File: config.mk
export PLATFORM = sky130hd
export DESIGN_NAME = wb_arbiter
export DESIGN_NICKNAME = d
export VERILOG_FILES = /design/src/rtl/regfile_pkg.sv /design/src/rtl/wb_fifo.sv /design/src/rtl/wb_arbiter.sv
export SDC_FILE = /design/constraint.sdc
export NUM_CORES = 1
export LEC_CHECK = 0
export ABC_AREA = 1
export BUFFER_PORTS_ARGS = -buffer_cell sky130_fd_sc_hd__buf_2
export CAP_MARGIN = 10
export CORE_MARGIN = 3
export CORE_UTILIZATION = 50
export DETAILED_ROUTE_END_ITERATION = 12
export GPL_TIMING_DRIVEN = 1
export PLACE_DENSITY = 0.7
export RECOVER_POWER = 100
export SYNTH_ARGS = -nofsm -noshare
export SYNTH_HDL_FRONTEND = slang
export SYNTH_SLANG_ARGS = --single-unit
File: constraint.sdc
create_clock -name clk -period 7.01 [get_ports clk]
set_clock_uncertainty 0.1 [all_clocks]
set_input_delay 1.0515 -clock clk [delete_from_list [all_inputs] [get_ports clk]]
set_output_delay 1.0515 -clock clk [all_outputs]
set_load 0.02 [all_outputs]
File: src/rtl/regfile_pkg.sv
// Shared constants and the write-back entry type for the register-file write path.
package regfile_pkg;

    localparam int WIDTH = 32;
    localparam int AW    = 5;

    typedef struct packed {
        logic [AW-1:0]    wn;
        logic [WIDTH-1:0] d;
    } wb_entry_t;

endpackage

File: src/rtl/wb_fifo.sv
// Circular buffer holding mul/div results waiting for the regfile write port.
// Exposes per-entry valid/wn so the hazard unit can search queued destinations.
module wb_fifo #(
    parameter int DEPTH = 4,
    parameter int WIDTH = regfile_pkg::WIDTH,
    parameter int AW    = regfile_pkg::AW,
    localparam int PW   = $clog2(DEPTH),
    localparam int CW   = $clog2(DEPTH + 1)
) (
    input  logic                   clk,
    input  logic                   clr,
    input  logic                   push,
    input  logic                   pop,
    input  logic [AW-1:0]          push_wn,
    input  logic [WIDTH-1:0]       push_d,
    output logic [AW-1:0]          head_wn,
    output logic [WIDTH-1:0]       head_d,
    output logic                   full,
    output logic                   empty,
    output logic                   can_push,
    output logic [CW-1:0]          count,
    output logic [DEPTH-1:0]       valid,
    output logic [DEPTH-1:0][AW-1:0] wn_vec
);

    localparam logic [CW-1:0] DEPTH_C = CW'(DEPTH);

    logic [PW-1:0]    rd_ptr;
    logic [PW-1:0]    wr_ptr;
    logic [CW-1:0]    count_nxt;
    logic [AW-1:0]    mem_wn [DEPTH];
    logic [WIDTH-1:0] mem_d  [DEPTH];
    logic [PW-1:0]    off    [DEPTH];

    assign full    = (count == DEPTH_C);
    assign empty   = (count == '0);
    assign head_wn = mem_wn[rd_ptr];
    assign head_d  = mem_d[rd_ptr];

    // Next occupancy: a simultaneous push and pop leaves it unchanged.
    always_comb begin
        // NOTE: every always_comb output gets a default first so no path can infer a latch.
        count_nxt = count;
        if (push && !pop)
            count_nxt = count + 1'b1;
        else if (pop && !push)
            count_nxt = count - 1'b1;
    end

    // Pointers, occupancy and the registered accept flag (low while in reset).
    always_ff @(posedge clk or posedge clr) begin
        if (clr) begin
            rd_ptr   <= '0;
            wr_ptr   <= '0;
            count    <= '0;
            can_push <= 1'b0;
        end else begin
            // NOTE: sequential state uses non-blocking assignments so all flops update together.
            if (push)
                wr_ptr <= wr_ptr + 1'b1;
            if (pop)
                rd_ptr <= rd_ptr + 1'b1;
            count    <= count_nxt;
            can_push <= (count_nxt < DEPTH_C);
        end
    end

    // Entry storage: only the tail slot is written on a push.
    always_ff @(posedge clk) begin
        // NOTE: storage is not reset; occupancy and pointers alone decide which slots are live.
        if (push) begin
            mem_wn[wr_ptr] <= push_wn;
            mem_d[wr_ptr]  <= push_d;
        end
    end

    // A slot is live when its distance from the head is below the occupancy.
    always_comb begin
        for (int i = 0; i < DEPTH; i++) begin
            off[i]    = PW'(i) - rd_ptr;
            valid[i]  = ({1'b0, off[i]} < count);
            wn_vec[i] = mem_wn[i];
        end
    end

endmodule

File: src/rtl/wb_arbiter.sv
// Write-back arbiter: merges ALU results and queued mul/div results onto the
// single registered regfile write port, and answers pending-write queries.
module wb_arbiter #(
    parameter int DEPTH = 4,
    parameter int WIDTH = regfile_pkg::WIDTH,
    parameter int AW    = regfile_pkg::AW
) (
    input  logic                         clk,
    input  logic                         clr,
    input  logic                         alu_valid,
    input  logic [AW-1:0]                alu_wn,
    input  logic [WIDTH-1:0]             alu_d,
    output logic                         alu_stall,
    input  logic                         md_valid,
    output logic                         md_ready,
    input  logic [AW-1:0]                md_wn,
    input  logic [WIDTH-1:0]             md_d,
    output logic [AW-1:0]                wn,
    output logic [WIDTH-1:0]             d,
    output logic                         we,
    input  logic [AW-1:0]                qn,
    output logic                         q_pend,
    output logic [$clog2(DEPTH+1)-1:0]   count
);

    logic                    full;
    logic                    empty;
    logic                    can_push;
    logic                    push;
    logic                    pop;
    logic                    alu_nz;
    logic                    alu_go;
    logic                    hit;
    logic [AW-1:0]           head_wn;
    logic [WIDTH-1:0]        head_d;
    logic [DEPTH-1:0]        valid;
    logic [DEPTH-1:0][AW-1:0] wn_vec;

    wb_fifo #(
        .DEPTH (DEPTH),
        .WIDTH (WIDTH),
        .AW    (AW)
    ) u_fifo (
        .clk      (clk),
        .clr      (clr),
        .push     (push),
        .pop      (pop),
        .push_wn  (md_wn),
        .push_d   (md_d),
        .head_wn  (head_wn),
        .head_d   (head_d),
        .full     (full),
        .empty    (empty),
        .can_push (can_push),
        .count    (count),
        .valid    (valid),
        .wn_vec   (wn_vec)
    );

    // r0 results are consumed without a write; a full FIFO takes the port from the ALU.
    assign md_ready  = can_push;
    assign alu_nz    = alu_valid & (alu_wn != '0);
    assign alu_go    = alu_nz & ~full;
    assign alu_stall = alu_nz & full;
    assign pop       = full | (~alu_go & ~empty);
    assign push      = md_valid & md_ready & (md_wn != '0);

    // Output register: head when full, else ALU, else head, else idle holding wn/d.
    always_ff @(posedge clk or posedge clr) begin
        if (clr) begin
            we <= 1'b0;
            wn <= '0;
            d  <= '0;
        end else if (pop) begin
            we <= 1'b1;
            wn <= head_wn;
            d  <= head_d;
        end else if (alu_go) begin
            we <= 1'b1;
            wn <= alu_wn;
            d  <= alu_d;
        end else begin
            we <= 1'b0;
        end
    end

    // Pending query: any live queued entry or the in-flight write targets qn.
    always_comb begin
        hit = 1'b0;
        for (int i = 0; i < DEPTH; i++) begin
            if (valid[i] && (wn_vec[i] == qn))
                hit = 1'b1;
        end
        q_pend = (qn != '0) & (hit | (we & (wn == qn)));
    end

endmodule

==> flow_summary.json, run 1 <==
{
  "vias_per_cell": 5.40,
  "num_vias": 5635,
  "hold_viol": 0,
  "syn_avg_cell_area_sq_um": 11.8,
  "synth_most_common_cell": "nand2_1",
  "die_y_microns": 134,
  "grt_max_degree": 47,
  "drive_above_1_share": 0.114,
  "clk_latency_ns": 0.43,
  "critPathKind": "reg2out",
  "fin_crit_ns": 4.35,
  "outcome": "finished, violations left",
  "wl_mm": 19.1,
  "die_w_microns": 134,
  "cp-start-kind": "flip-flop",
  "netlist_top_cells_area": "edfxtp_1, dfrtp_1, nand2_1",
  "synthDistinctLibCells": 34,
  "synth_area_sq_um": 8190,
  "port_buffers": 126,
  "hold_buffers": 0,
  "synth_seq_area_share": 0.683,
  "cts_htree_levels": 4,
  "cp_data_required_time_ns": 5.86,
  "critical_path.cell_chain": "nor2_4, nor2_1, ha_1, inv_1, nor2_1, nand2_1, nand2_1, nor2_1, nand2_1, nand3_1, nor2_1, nor2_1, clkbuf_1",
  "critPathCaptureType": "output port",
  "grt_setup_unrepaired": "false",
  "grt_pass1_vias": 5721,
  "wl_per_cell_microns": 18.3,
  "ir_drop_uv": 204,
  "area_growth_pct": 14.3,
  "worstPathMaxFanout": 38,
  "cts_tree": "done",
  "maxCapViolations": 6,
  "cts_buffers": 17,
  "cpMostUsedCell": "nor2_1",
  "synth_nets": 790,
  "cp_slowest_stage_delay_ns": 0.92,
  "period_share": 0.620,
  "yosysWarningCount": 0,
  "drc": 0,
  "arrival_ns": 3.19,
  "gr-total-overflow": 0,
  "dieArea_sq_um": 18000,
  "rows": 46,
  "track_usage": 0.217,
  "cts_buffer_depth": 2,
  "postCtsSetupRepairBufs": 0,
  "coreArea_sq_um": 15900,
  "p_per_area_nw_per_um2": 419,
  "hold_class": "reg2reg",
  "synth_seq_cells": 194,
  "cts_resized": 0,
  "netlist_instances": 694,
  "setup_viol": 0,
  "antenna_found_initial": 0,
  "dr.first_iter.drc_count": 587,
  "ant_nets": 0,
  "setup_tns_ns": 0,
  "dp_hpwl_mm": 11.6,
  "slew_violations": 209,
  "drt_pre_antenna_iters": 5,
  "initial_core_util": 0.514,
  "synth_commonest_cells": "nand2_1, edfxtp_1, nand3_1",
  "gp_congestion": 0.849,
  "synth_top_area_frac": 0.543,
  "root_buffer": "clkbuf_16",
  "leakagePower_nw": 3.63,
  "synthArstFlopShare": 0.237,
  "finalNetCount": 909,
  "max_freq_mhz": 230,
  "worstMarginPinSlew_ns": 2.59,
  "synth_edf_count": 148,
  "post-synth-top-area-cell": "edfxtp_1",
  "failed_checks": "capacitance limit, slew limit",
  "pre_cts_ws_ns": 3.24,
  "cts.clk_slew.worst_paths_ns": 0.06,
  "cts.sinks": 194,
  "pin_count": 127,
  "crit_path_top_delay_cell": "nor2_4",
  "grt_pass1_wl_mm": 29.8,
  "final.setup.worst_slack_ns": 2.66,
  "slew_headroom": -0.726,
  "synthFlopType": "edfxtp_1"
}
area by class of cell:
class / instances / area (sq um)
Fill cell: 1341 / 6580
Sequential cell: 194 / 5600
Multi-Input combinational cell: 428 / 2240
Timing Repair Buffer: 132 / 553
Clock buffer: 19 / 433
Tap cell: 216 / 270
Inverter: 40 / 150
Clock inverter: 13 / 119
Antenna cell: 1 / 2.50
state kept, by name (all words and copies together) (netlist names):
| signal | cells |
|---|---|
| u_fifo.mem_d | 128 |
| d | 32 |
| u_fifo.mem_wn | 20 |
| wn | 5 |
| u_fifo.count | 3 |
| u_fifo.rd_ptr | 2 |
| u_fifo.wr_ptr | 2 |
| u_fifo.can_push | 1 |
| we | 1 |
through the flow:
| step | total power, mW | utilization | cells | hold WS (ns) | area [sq um] |
|---|---|---|---|---|---|
| after floorplan | 2.66 | - | 694 | 0.435 | 8190 |
| after global placement | 3.02 | 0.561 | 1009 | 0.400 | 8950 |
| after detailed placement | 3.08 | 0.561 | 1009 | 0.410 | 8950 |
| after CTS | 3.98 | 0.596 | 1041 | 0.424 | 9500 |
| after global routing | 4.16 | 0.587 | 1042 | 0.456 | 9360 |
| final | 3.92 | 0.587 | 1043 | 0.423 | 9360 |
critical path, delay by kind of cell, from the launching register on:
family,cells,cell delay (ns)
and+or+nand+nor,10,1.64
DFF,1,0.50
buffers and inverters,2,0.31
adders and majority gates,1,0.33
final timing paths:
path	slack (ns)	endpoint	depth (start not counted)	from
worst max-delay path	2.66	q_pend	13	u_fifo.rd_ptr[1]$_DFFE_PP0N_
worst min-delay path	0.42	d[1]$_DFFE_PP0P_	2	d[1]$_DFFE_PP0P_
worst max register to register	3.23	u_fifo.can_push$_DFF_PP0_	11	u_fifo.count[1]$_DFFE_PP0P_
worst min register to register	0.42	d[1]$_DFFE_PP0P_	2	d[1]$_DFFE_PP0P_
max in group asynchronous	4.02	d[10]$_DFFE_PP0P_	3	clr
min in group asynchronous	0.73	d[28]$_DFFE_PP0P_	2	clr
where the power goes:
| group | leakage [nW] | internal [mW] | switching, mW |
|---|---|---|---|
| Sequential | 1.90 | 1.52 | 0.133 |
| Combinational | 1.47 | 0.385 | 0.969 |
| Clock | 0.266 | 0.518 | 0.392 |
logic make-up (layout without fill, tap and decap cells):
family	Yosys count	in the layout	synth area share
DFF	194	194	0.683
AOI/OAI and AO/OA	74	74	0.0637
buffers and inverters	72	204	0.0444
and+or+nand+nor	324	324	0.171
xor gates and xnor gates	17	17	0.0182
other	0	1	0
adders and majority gates	13	13	0.0199
cell usage in the layout (no fill, tap or decap), types with 2 or more instances in the layout:
master / instances
o22ai_1: 2
buf_2: 46
o21ai_0: 24
nand2_1: 189
inv_2: 3
nor2_1: 26
nand2_2: 2
dfrtp_1: 46
bufinv_16: 2
nor2_4: 6
clkinvlp_4: 2
nor3_1: 2
a21oi_1: 9
xnor2_1: 9
edfxtp_1: 148
inv_1: 37
a22oi_2: 9
ha_1: 13
or2_0: 2
nand3_1: 93
o211ai_1: 4
a22o_1: 5
xor2_1: 8
clkbuf_1: 88
clkinv_2: 4
a22oi_1: 21
clkinv_1: 4
clkbuf_16: 17
per-layer routing:
metal  wire [microns]  GRT usage  vias to the layer above
li1                 -          -                     2641
met1             7680      0.281                     2778
met2             9950      0.367                      189
met3             1100     0.0394                       27
met4              333     0.0811                        0
met5                0          0                        -
Note: power is estimated with default switching activity, not from simulation.
==> inputs of run 2 (changes only) <==
clock period = 4.41 ns   (was 7.01 ns; I/O delays follow)
==> run 2 against run 1 <==
Via count decreased by 2.5%. Count of clock-buffer cells in the layout increased by 3. The flow still finishes with violations (capacitance limit, slew limit). Final area increased by 0.33%. Worst hold slack got worse by 0.074 ns. Core utilization increased by 0.20 points. Highest routed layer unchanged. Global-route usage decreased by 0.82 points. Worst setup slack got worse by 1.8 ns. Wire length decreased by 3.5%. Critical path depth decreased by 7.
==> flow_summary.json, run 2 (synthesis results as in run 1) <==
{
  "outcome": "finished, violations left",
  "failed_checks": "capacitance limit, slew limit",
  "setup_tns_ns": 0,
  "crit_path_top_delay_cell": "nor2_1",
  "postLayoutCellArea_sq_um": 9390,
  "seqPwrFrac": 0.417,
  "grt_setup_unrepaired": "false",
  "clock_power_share": 0.246,
  "use_met3": 0.0360,
  "largest_register_ffs": 128,
  "cts_tree": "done",
  "ant_nets": 0,
  "r2r_slack_ns": 0.84,
  "diodes": 0,
  "worstMarginPinSlew_ns": 2.17,
  "gp_congestion": 0.839,
  "pin_count": 127,
  "gr-usage-met2": 0.376,
  "arrival_ns": 3.57,
  "placed_cells": 1008,
  "reg_top3": "u_fifo.mem_d (128), d (32), u_fifo.mem_wn (20)",
  "slew_headroom": -0.450,
  "p_int_mw": 3.95,
  "p_total_mw": 6.30,
  "initial_core_util": 0.514,
  "regMostFlops": "u_fifo.mem_d",
  "final_cell_mix": "nand2_1, edfxtp_1, nand3_1",
  "hold_class": "in2reg",
  "drive_above_1_share": 0.123,
  "fin_crit_ns": 3.59,
  "grt_max_degree": 47,
  "postCtsSetupRepairBufs": 0,
  "die_y_microns": 134,
  "dp_hpwl_mm": 11.9,
  "path_buf_inv": 2,
  "die_w_microns": 134,
  "placed_cell_area_sq_um": 8940,
  "grt_pass1_vias": 5708,
  "area_growth_pct": 14.7,
  "worstHoldPathCells": 3,
  "leakagePower_nw": 3.68,
  "drc": 0,
  "root_buffer": "clkbuf_16",
  "cp_slowest_stage_delay_ns": 1.68,
  "max_freq_mhz": 278,
  "dieArea_sq_um": 18000,
  "critPathCaptureType": "flip-flop",
  "wl_per_cell_microns": 17.7,
  "layout_commonest_cell": "nand2_1",
  "switching_share": 0.373,
  "track_usage": 0.208,
  "combinationalPowerShare": 0.337,
  "timing.rr.start": "u_fifo.count[1]$_DFFE_PP0P_",
  "drt_pre_antenna_iters": 5,
  "slew_violations": 186,
  "cp_data_required_time_ns": 4.39,
  "crit_start": "md_wn[4]",
  "p_sw_mw": 2.35,
  "ir_drop_uv": 341,
  "hold_end": "d[28]$_DFFE_PP0P_",
  "worst_r2r_path_depth": 11,
  "finalNetCount": 907,
  "vias_per_cell": 5.28,
  "wl_mm": 18.4,
  "setup_viol": 0,
  "worstPathMaxFanout": 24,
  "cts.clk_slew.worst_paths_ns": 0.06,
  "coreArea_sq_um": 15900,
  "cts_buffer_depth": 2,
  "cts_buffers": 17,
  "cts_resized": 0,
  "cp-start-kind": "input port",
  "cts.sinks": 194,
  "clk_latency_ns": 0.43,
  "antenna_found_initial": 0,
  "grt_pass1_wl_mm": 28.7,
  "dr.first_iter.drc_count": 459,
  "worstHoldStart": "alu_d[28]",
  "cp_top_family": "simple AND/OR/NAND/NOR gates",
  "cts_htree_levels": 4,
  "maxCapViolations": 5,
  "final_cells": 1040,
  "hold_buffers": 0,
  "rows": 46,
  "critical_path.cell_chain": "clkbuf_1, nor3_1, nand2_1, nand3_1, nor2_1, clkbuf_2",
  "num_vias": 5495,
  "gr-total-overflow": 0,
  "critPathKind": "in2reg",
  "whs_ns": 0.349,
  "grt_use_met1": 0.251,
  "p_per_area_nw_per_um2": 670,
  "hold_viol": 0,
  "r2r-end": "u_fifo.can_push$_DFF_PP0_",
  "port_buffers": 126,
  "grt-busiest-layer": "met2",
  "period_share": 0.815
}
[run 2: changes by cell type in the layout (fill, tap and decap cells not counted), moves of 2 or more]
cell      change
buf_4         +3
nor2_4        -4
nor2_2        +3
clkbuf_1      -5
clkbuf_8      +2
clkinv_1      -4
[run 2: worst max-delay path by stage]
stage                                         to  slack, ns  cells past startpoint
floorplan           u_fifo.mem_d[0][0]$_DFFE_PP_       1.34                      4
global placement                          q_pend       1.51                     14
detailed placement                        q_pend       1.48                     14
CTS                                       q_pend       0.99                     14
global route        u_fifo.mem_d[3][0]$_DFFE_PP_       0.56                      6
finish              u_fifo.mem_d[3][2]$_DFFE_PP_       0.82                      6
[run 2: cell type report]
class | count | area (sq um)
fill | 1312 | 6550
sequential | 194 | 5600
multi-input combinational | 428 | 2220
timing repair buffer | 130 | 558
clock buffer | 22 | 464
tap | 216 | 270
inverter | 40 | 150
clock inverter | 10 | 131
[run 2: worst register-to-register path, delay by kind of cell (launching register included)]
family / cells / cell delay, ns
XOR/XNOR: 1 / 0.17
adder cells (fa/ha/maj): 2 / 0.67
buffers and inverters: 3 / 1.31
flip-flops: 1 / 0.40
AND/OR/NAND/NOR: 5 / 0.80
[run 2: routing by layer]
| layer | vias up | share of wire | wire length [microns] |
|---|---|---|---|
| met5 | - | 0 | 0 |
| met4 | 0 | 0.022 | 408 |
| met3 | 30 | 0.041 | 751 |
| met2 | 150 | 0.53 | 9720 |
| met1 | 2682 | 0.41 | 7520 |
| li1 | 2633 | - | - |
[run 2: metrics by stage]
stage	utilization	setup slack, ns
floorplan	-	1.34
detailed placement	0.561	1.48
CTS	0.598	0.991
global route	0.589	0.564
finish	0.589	0.816
global placement	0.561	1.51
[run 2: power groups by stage]
| stage | sequential, mW | clock [mW] | combinational, mW |
|---|---|---|---|
| CTS | 2.61 | 1.57 | 2.24 |
| floorplan | 2.84 | 0 | 1.38 |
| global route | 2.67 | 1.65 | 2.36 |
| detailed placement | 2.65 | 0 | 2.24 |
| finish | 2.62 | 1.55 | 2.13 |
| global placement | 2.62 | 0 | 2.18 |
